### src/rtl/serial_adder.sv
// Bit-serial adder: streams operands LSB-first through a one-bit full adder,
// holding the carry in a flop and publishing {cout,sum} once all bits are done.

module onebit_fa (
  input  logic x,
  input  logic y,
  input  logic z,
  output logic s,
  output logic c
);
  assign s = x ^ y ^ z;
  assign c = (x & y) | (x & z) | (y & z);
endmodule

module serial_adder #(
  parameter int WIDTH = 8
) (
  input  logic             clk,
  input  logic             rst,
  input  logic             start,
  input  logic [WIDTH-1:0] a,
  input  logic [WIDTH-1:0] b,
  input  logic             cin,
  output logic             busy,
  output logic             done,
  output logic [WIDTH-1:0] sum,
  output logic             cout
);
  localparam int CW = $clog2(WIDTH);

  typedef enum logic [1:0] {IDLE, SHIFT, DONE} state_t;

  state_t           state_q, state_d;
  logic [WIDTH-1:0] a_q, a_d;
  logic [WIDTH-1:0] b_q, b_d;
  logic [WIDTH-1:0] acc_q, acc_d;
  logic [WIDTH-1:0] sum_q, sum_d;
  logic             carry_q, carry_d;
  logic             cout_q, cout_d;
  logic [CW-1:0]    cnt_q, cnt_d;
  logic             fa_s, fa_c;

  onebit_fa u_fa (
    .x(a_q[0]),
    .y(b_q[0]),
    .z(carry_q),
    .s(fa_s),
    .c(fa_c)
  );

  always_ff @(posedge clk) begin
    if (rst) begin
      state_q <= IDLE;
      a_q     <= '0;
      b_q     <= '0;
      acc_q   <= '0;
      sum_q   <= '0;
      carry_q <= 1'b0;
      cout_q  <= 1'b0;
      cnt_q   <= '0;
    end else begin
      state_q <= state_d;
      a_q     <= a_d;
      b_q     <= b_d;
      acc_q   <= acc_d;
      sum_q   <= sum_d;
      carry_q <= carry_d;
      cout_q  <= cout_d;
      cnt_q   <= cnt_d;
    end
  end

  always_comb begin
    state_d = state_q;
    a_d     = a_q;
    b_d     = b_q;
    acc_d   = acc_q;
    sum_d   = sum_q;
    carry_d = carry_q;
    cout_d  = cout_q;
    cnt_d   = cnt_q;
    case (state_q)
      IDLE: begin
        if (start) begin
          a_d     = a;
          b_d     = b;
          carry_d = cin;
          cnt_d   = '0;
          state_d = SHIFT;
        end
      end
      SHIFT: begin
        // New sum bit enters at the MSB so the LSB lands at bit 0 after WIDTH shifts.
        acc_d   = {fa_s, acc_q[WIDTH-1:1]};
        a_d     = a_q >> 1;
        b_d     = b_q >> 1;
        carry_d = fa_c;
        cnt_d   = cnt_q + CW'(1);
        if (cnt_q == CW'(WIDTH - 1)) begin
          sum_d   = {fa_s, acc_q[WIDTH-1:1]};
          cout_d  = fa_c;
          state_d = DONE;
        end
      end
      DONE: begin
        state_d = IDLE;
      end
      default: begin
        state_d = IDLE;
      end
    endcase
  end

  assign busy = (state_q == SHIFT);
  assign done = (state_q == DONE);
  assign sum  = sum_q;
  assign cout = cout_q;

endmodule
### config.mk
export PLATFORM = sky130hd
export DESIGN_NAME = serial_adder
export DESIGN_NICKNAME = d
export VERILOG_FILES = /design/src/rtl/serial_adder.sv
export SDC_FILE = /design/constraint.sdc
export NUM_CORES = 1
export LEC_CHECK = 0
export CORE_MARGIN = 3
export CORE_UTILIZATION = 45
export DETAILED_ROUTE_END_ITERATION = 10
export GPL_ROUTABILITY_DRIVEN = 0
export PLACE_DENSITY = 0.71
export SLEW_MARGIN = 20
export SYNTH_ARGS = -nofsm -noshare
export SYNTH_HDL_FRONTEND = slang
export SYNTH_SLANG_ARGS = --single-unit
### constraint.sdc
create_clock -name clk -period 3.9 [get_ports clk]
set_input_delay 0.39 -clock clk [delete_from_list [all_inputs] [get_ports clk]]
set_output_delay 0.39 -clock clk [all_outputs]
set_load 0.005 [all_outputs]
Word-level counts from Yosys, hierarchy flattened
Index checks and enable logic that the tools add are counted.
- add/subtract/negate cells: 1
- mux-type cells: 11
- equality and inequality tests: 5
- reduce and logical (&&, ||, !) cells: 5
- bitwise operators: 7
- operators with widths (operator ; count):
    $pmux W8 S2 ; 2
    $mux W8 ; 2
    $pmux W3 S2 ; 1
    $reduce_and A2 Y1 ; 3
    $mux W2 ; 2
    $pmux W2 S2 ; 1
    $add A3 B1 Y3 const B ; 1
    $and A1 B1 Y1 ; 3
    $eq A3 B3 Y1 const B ; 1
    $mux W3 ; 1
    $eq A2 B1 Y1 const B ; 1
    $eq A2 B2 Y1 const B ; 1
    $logic_not A2 Y1 ; 1
    $ne A2 B1 Y1 const B ; 1
    $ne A2 B2 Y1 const B ; 1
    $or A1 B1 Y1 ; 2
    $pmux W1 S2 ; 1
    $reduce_bool A2 Y1 ; 1
    $xor A1 B1 Y1 ; 2
    $mux W1 ; 1
- register bits: 39
- logic and storage cells: 37
- input port bits: 20
- output and inout port bits: 11

Longest topological paths before layout
Gate-level depths: netlist of run 1.
- depth in word-level cells: 4
- gate-level depth with buffers: 7
- mapped depth without buffers: 5

Modules after synthesis
From an unflattened synthesis of run 1, not the netlist that was laid out.
- cells, all modules: 169
- area total of the unflattened synthesis: 1567.8 um^2
- by module, submodules not included (module ; area an instance (um^2) ; times used ; seq. area each (um^2) ; cells each):
    serial_adder ; 1547.7 ; 1 ; 760.7 ; 168
    onebit_fa ; 20.0 ; 1 ; 0.0 ; 1

Worst setup path before layout of run 1
No wires, ideal clock.
- path kind: reg2reg
- from: register cnt_q[0]
- to: register sum_q[0] (netlist: sum[0])
- cell stages (with the launch flop): 7
- setup slack: 2604 ps
- path buffers: 1
- period minus slack after synthesis: 1296 ps
- required time: 3766 ps
- data arrival time: 1162 ps
- setup time: 134 ps
- path through: dfxtp_1 -> ha_1 -> ha_1 -> and3b_2 -> buf_2 -> nand2_1 -> a21oi_1
- word-level cells in the longest chain between the ends: 2
- ends and longest elaborated chain (element ; line ; source):
    from (decl) ; 40 ; logic [CW-1:0] cnt_q, cnt_d;
    from (signal assigned) ; 69 ; cnt_q <= cnt_d;
    $eq A3 B3 Y1 ; 99 ; if (cnt_q == CW'(WIDTH - 1)) begin
    $reduce_and A2 Y1 (no source line) ; n/a ;
    to (signal assigned) ; 66 ; sum_q <= sum_d;
    to (decl) ; 37 ; logic [WIDTH-1:0] sum_q, sum_d;
No other way between the ends.
A chain may end at the register's enable or synchronous reset.

Worst setup path in the final report of run 1
- from: register state_q[1]
- to: output port busy
- word-level cells in the longest chain between the ends: 1
- ends and longest elaborated chain (element ; line ; source):
    from (decl) ; 33 ; state_t state_q, state_d;
    from (signal assigned) ; 62 ; state_q <= state_d;
    $eq A2 B1 Y1 ; 114 ; assign busy = (state_q == SHIFT);
    to (decl) ; 24 ; output logic busy,
No other way between the ends.

==> impl_metrics.toml, run 1 <==
[global_routing]
grt_max_degree = 39
grt_usage = 0.150
grt_pass1_wl_um = 4970
antenna_found_initial = 0
grt_remaining_overflow = 0
grt_pass1_vias = 1171

[routing]
drt-wirelength-per-cell_um = 12.2
drt_iter0_drc = 47
ant_nets = 0
dr.pass1.iters = 4
wirelength_um = 2930
vias_per_cell = 5.10
vias = 1223
drc = 0

[synth]
synth_cell_types = 25
ys.warnings.count = 0
netlist_area_um2 = 1590
synth.avg_cell_area_um2 = 9.38
synth_largest_area_cell = "dfxtp_1"
synth_fp_nets = 192
synth_area_leaders = "dfxtp_1 48%, mux2i_1 10%, nand2_1 7.6%"
syn-instance-count = 169
synth-seq-cells = 38
yosysTopAreaCellShare = 0.480
ys_seq_area_frac = 0.480

[clock_network]
clk_latency_ns = 0.34
path_clk_slew_ns = 0.11
cts-htree-levels = 2
cts-resized-gates = 0
clock_sinks = 38
postCtsHoldBufs = 0
numCtsBuffers = 5
cts_tree = "built"
clock-root-buffer = "clkbuf_4"
clock_path_buffers = 2
cts_setup_buffers = 0

[sta]
max_slew_margin = 0.737
fin_worst_skew_ns = 0.00649
fin_setup_tns_ns = 0
fin_crit_ns = 2.12
rsz0062_at_grt = "no"
period_share = 0.543
setup_viol = 0
final_hold_viol_count = 0
slew_viol_final = 0
timing.fmax_ghz = 0.472
setup_ws_ns = 1.78
holdWs_ns = 0.460
worstMarginPinSlew_ns = 0.394

[floorplan]
die_x_um = 65.4
coreArea_um2 = 3200
fp.dieH_um = 65.4
dieArea_um2 = 4270
rows = 20
start_util = 0.495
num_io_pins = 31

[power_and_ir_drop]
p_leak_nw = 0.711
vdd_drop_max_uv = 195
power_uw = 716
power_per_cell_area_nw_per_um2 = 374

[critical_path]
critPathKind = "reg2out"
worstPathMaxFanout = 11
arrival_ns = 1.73
critPathLaunchType = "flip-flop"
endpoint_kind = "output port"
worstPathRequired_ns = 3.51

[finish]
n_antenna_cell = 0
nNetsFinal = 218
final_layout_size_suffix_gt1_frac = 0.0765
syn_to_final_growth_pct = 20.8

[status]
outcome = "completed"

[placement]
post-place-ws_ns = 2.14
port_buffers = 30
hpwl_um = 2050

[worst_hold_path]
hold_class = "reg2reg"

[job]
maxCapViolCount = 0
==> cells in the final DEF (no fill, tap or decap) <==
cell,Yosys,final
inv_4,1,1
clkdlybuf4s50_1,0,30
o21ba_4,1,1
fa_1,1,1
buf_4,1,2
a211oi_1,15,15
nor3b_1,1,1
nor2b_1,1,1
nor2_1,21,21
nand2b_1,1,1
a22oi_1,4,4
clkbuf_4,0,5
dfxtp_1,38,38
mux2i_1,16,16
and3b_2,1,1
clkinv_2,0,1
o21bai_2,1,1
nor3_1,1,1
nand3b_2,1,1
nand2_1,32,32
ha_1,2,2
clkbuf_8,0,1
clkbuf_1,2,1
a21oi_1,16,16
a211oi_2,1,1
inv_1,1,1
==> cell type report <==
cell class,count,area (um^2)
Tap cell,44,55.1
Inverter,2,10.0
Clock buffer,7,55.1
Fill cell,312,1290
Clock inverter,1,5.00
Multi-Input combinational cell,116,713
Timing Repair Buffer,32,315
Sequential cell,38,761
==> sequential cells by signal (all words and copies together) (netlist names) <==
name	flops
carry_q	1
sum	8
state_q	2
cnt_q	3
a_q	8
b_q	8
acc_q	7
cout	1
==> power by group <==
| group | total (mW) | internal [mW] | switching (mW) |
|---|---|---|---|
| logic | 0.0876 | 0.0452 | 0.0424 |
| clock network | 0.211 | 0.0874 | 0.123 |
| registers | 0.418 | 0.406 | 0.0111 |
==> cell usage after synthesis <==
| library cell | instances |
|---|---|
| nand3b_2 | 1 |
| a22oi_1 | 4 |
| clkbuf_1 | 2 |
| nor2b_1 | 1 |
| o21ba_4 | 1 |
| nor3b_1 | 1 |
| buf_1 | 1 |
| nor3_1 | 1 |
| buf_4 | 1 |
| inv_4 | 1 |
| inv_1 | 1 |
| and3b_2 | 1 |
| mux2i_1 | 16 |
| nand2_1 | 32 |
| fa_1 | 1 |
| nand2b_1 | 1 |
| a211oi_2 | 1 |
| buf_2 | 3 |
| a21oi_1 | 16 |
| dfxtp_1 | 38 |
| a211oi_1 | 15 |
| nor2_1 | 21 |
| ha_1 | 2 |
| buf_6 | 6 |
| o21bai_2 | 1 |
==> metrics by stage <==
step	area (um^2)	std cells	util
2_1_floorplan	1590	169	-
3_3_place_gp	1850	232	0.579
3_5_place_dp	1850	232	0.579
4_1_cts	1910	240	0.598
5_1_grt	1910	240	0.598
6_report	1910	240	0.598
==> routing by layer <==
metal  wire, um  vias up  part of all wire  global-route usage
met5          0        -                 0                   0
met4         54        0             0.018              0.0674
met3        147        8             0.050              0.0444
met2       1400       27              0.48               0.255
met1       1330      555              0.45               0.171
li1           -      633                 -                   -
==> path summary, 6_finish.rpt <==
check | startpoint | endpoint | slack [ns] | cells after the start
worst min register to register | sum[2] | sum[2] | 0.46 | 2
worst max register to register | state_q[0] | a_q[1] | 2.41 | 4
worst min-delay path | sum[2] | sum[2] | 0.46 | 2
worst max-delay path | state_q[1] | busy | 1.78 | 3
==> kinds of logic after synthesis <==
group / synth area share
AO/OA/AOI/OAI: 0.166
adder cells (fa/ha/maj): 0.0284
buffers and inverters: 0.0702
flip-flops: 0.480
multiplexers: 0.101
AND/OR/NAND/NOR: 0.155
==> worst max-delay path, stage by stage, from the launching register on <==
cell             delay [ns]
dfxtp_1                0.38
nand2b_1               0.31
inv_4                  0.18
clkdlybuf4s50_1        0.52
Power figures use the tool's default switching activity.
==> run 2, diff against run 1 <==
- clock period: 3.9 -> 2.1 ns (I/O delays scaled with it)
==> impl_metrics.toml, run 2 (synthesis gave the netlist of run 1 again) <==
[finish]
nFillCells = 312
final_layout_size_suffix_gt1_frac = 0.0765
fin_util = 0.598
n_antenna_cell = 0
nNetsFinal = 218
multiInputGateArea_um2 = 713
regArea_um2 = 761
final_common_cell = "dfxtp_1"
syn_to_final_growth_pct = 20.8
layout_common_cells = "38 x dfxtp_1, 32 x nand2_1, 30 x clkdlybuf4s50_1, 21 x nor2_1"

[placement]
hpwl_um = 1930
port_buffers = 30

[global_routing]
grt_remaining_overflow = 0
grt_pass1_vias = 1084
antenna_found_initial = 0
grt_max_degree = 39
grt_pass1_wl_um = 4550
grt_usage = 0.140

[sta]
fin_setup_tns_ns = 0
max_slew_margin = 0.734
setup_viol = 0
fin_crit_ns = 1.94
final_hold_viol_count = 0
fin_worst_skew_ns = 0.0152
timing.fmax_ghz = 0.516
period_share = 0.922
slew_viol_final = 0
rsz0062_at_grt = "no"
worstMarginPinSlew_ns = 0.400

[clock_network]
numCtsBuffers = 5
clock-root-buffer = "clkbuf_4"
path_clk_slew_ns = 0.11
cts-resized-gates = 0
cts-htree-levels = 2
cts_tree = "built"
clock_path_buffers = 2
cts_setup_buffers = 0
clock_sinks = 38
postCtsHoldBufs = 0
clk_latency_ns = 0.34

[floorplan]
rows = 20
coreArea_um2 = 3200
num_io_pins = 31
start_util = 0.495
fp.dieH_um = 65.4
dieArea_um2 = 4270
die_x_um = 65.4

[power_and_ir_drop]
p_leak_nw = 0.711
power_per_cell_area_nw_per_um2 = 691
seqPwrFrac = 0.585
swShare = 0.244
comb_power_share = 0.122
intPower_mw = 1.00
p_sw_uw = 323
p_clk_frac = 0.293
vdd_drop_max_uv = 420

[routing]
drt-wirelength-per-cell_um = 11.7
vias_per_cell = 5.00
dr.pass1.iters = 3
drt_iter0_drc = 46
vias = 1199
drc = 0
ant_nets = 0
wirelength_um = 2800

[critical_path]
worstPathMaxFanout = 11
worstPathRequired_ns = 1.89
arrival_ns = 1.73
endpoint_kind = "output port"
critPathLaunchType = "flip-flop"
critPathKind = "reg2out"

[job]
maxCapViolCount = 0

[status]
outcome = "completed"

[worst_hold_path]
hold_class = "reg2reg"
## run 2: power by group through the flow
stage | logic (mW) | registers, mW | clock network, mW
finish | 0.162 | 0.774 | 0.388
global route | 0.181 | 0.780 | 0.432
CTS | 0.163 | 0.775 | 0.400
detailed placement | 0.162 | 0.791 | 0
global placement | 0.158 | 0.789 | 0
floorplan | 0.123 | 0.786 | 0
## run 2: layout make-up
cell class / instances / share of cell area
Sequential cell: 38 / 0.397
Multi-Input combinational cell: 116 / 0.373
Timing Repair Buffer: 32 / 0.165
Clock buffer: 7 / 0.0288
Tap cell: 44 / 0.0288
Inverter: 2 / 0.00523
Clock inverter: 1 / 0.00261
## run 2: worst paths after layout
| check | from | to | slack, ns | cells past startpoint |
|---|---|---|---|---|
| max | state_q[1] | busy | 0.16 | 3 |
| min | sum[2] | sum[2] | 0.46 | 2 |
| max reg2reg | state_q[0] | b_q[0] | 0.60 | 4 |
| min reg2reg | sum[2] | sum[2] | 0.46 | 2 |
## run 2: worst max-delay path, cell delays in order (launching register included)
cell,delay (ns)
dfxtp_1,0.38
nand2b_1,0.30
inv_4,0.18
clkdlybuf4s50_1,0.52
## run 2: layer usage
metal	global-route usage	wire (um)	vias up
met3	0.0444	159	4
met1	0.161	1320	542
met2	0.230	1290	23
li1	-	-	630
met5	0	0	-
met4	0.0777	27	0
## run 2: per-stage QoR
| stage | worst slack, ns | cells | hold WS [ns] | area (um^2) | total power [mW] |
|---|---|---|---|---|---|
| 6_report | 0.163 | 240 | 0.460 | 1910 | 1.32 |
| 5_1_grt | 0.0415 | 240 | 0.485 | 1910 | 1.39 |
| 4_1_cts | 0.133 | 240 | 0.464 | 1910 | 1.34 |
| 3_5_place_dp | 0.535 | 232 | 0.449 | 1850 | 0.954 |
| 3_3_place_gp | 0.581 | 232 | 0.443 | 1850 | 0.948 |
| 2_1_floorplan | 0.804 | 169 | 0.358 | 1590 | 0.909 |
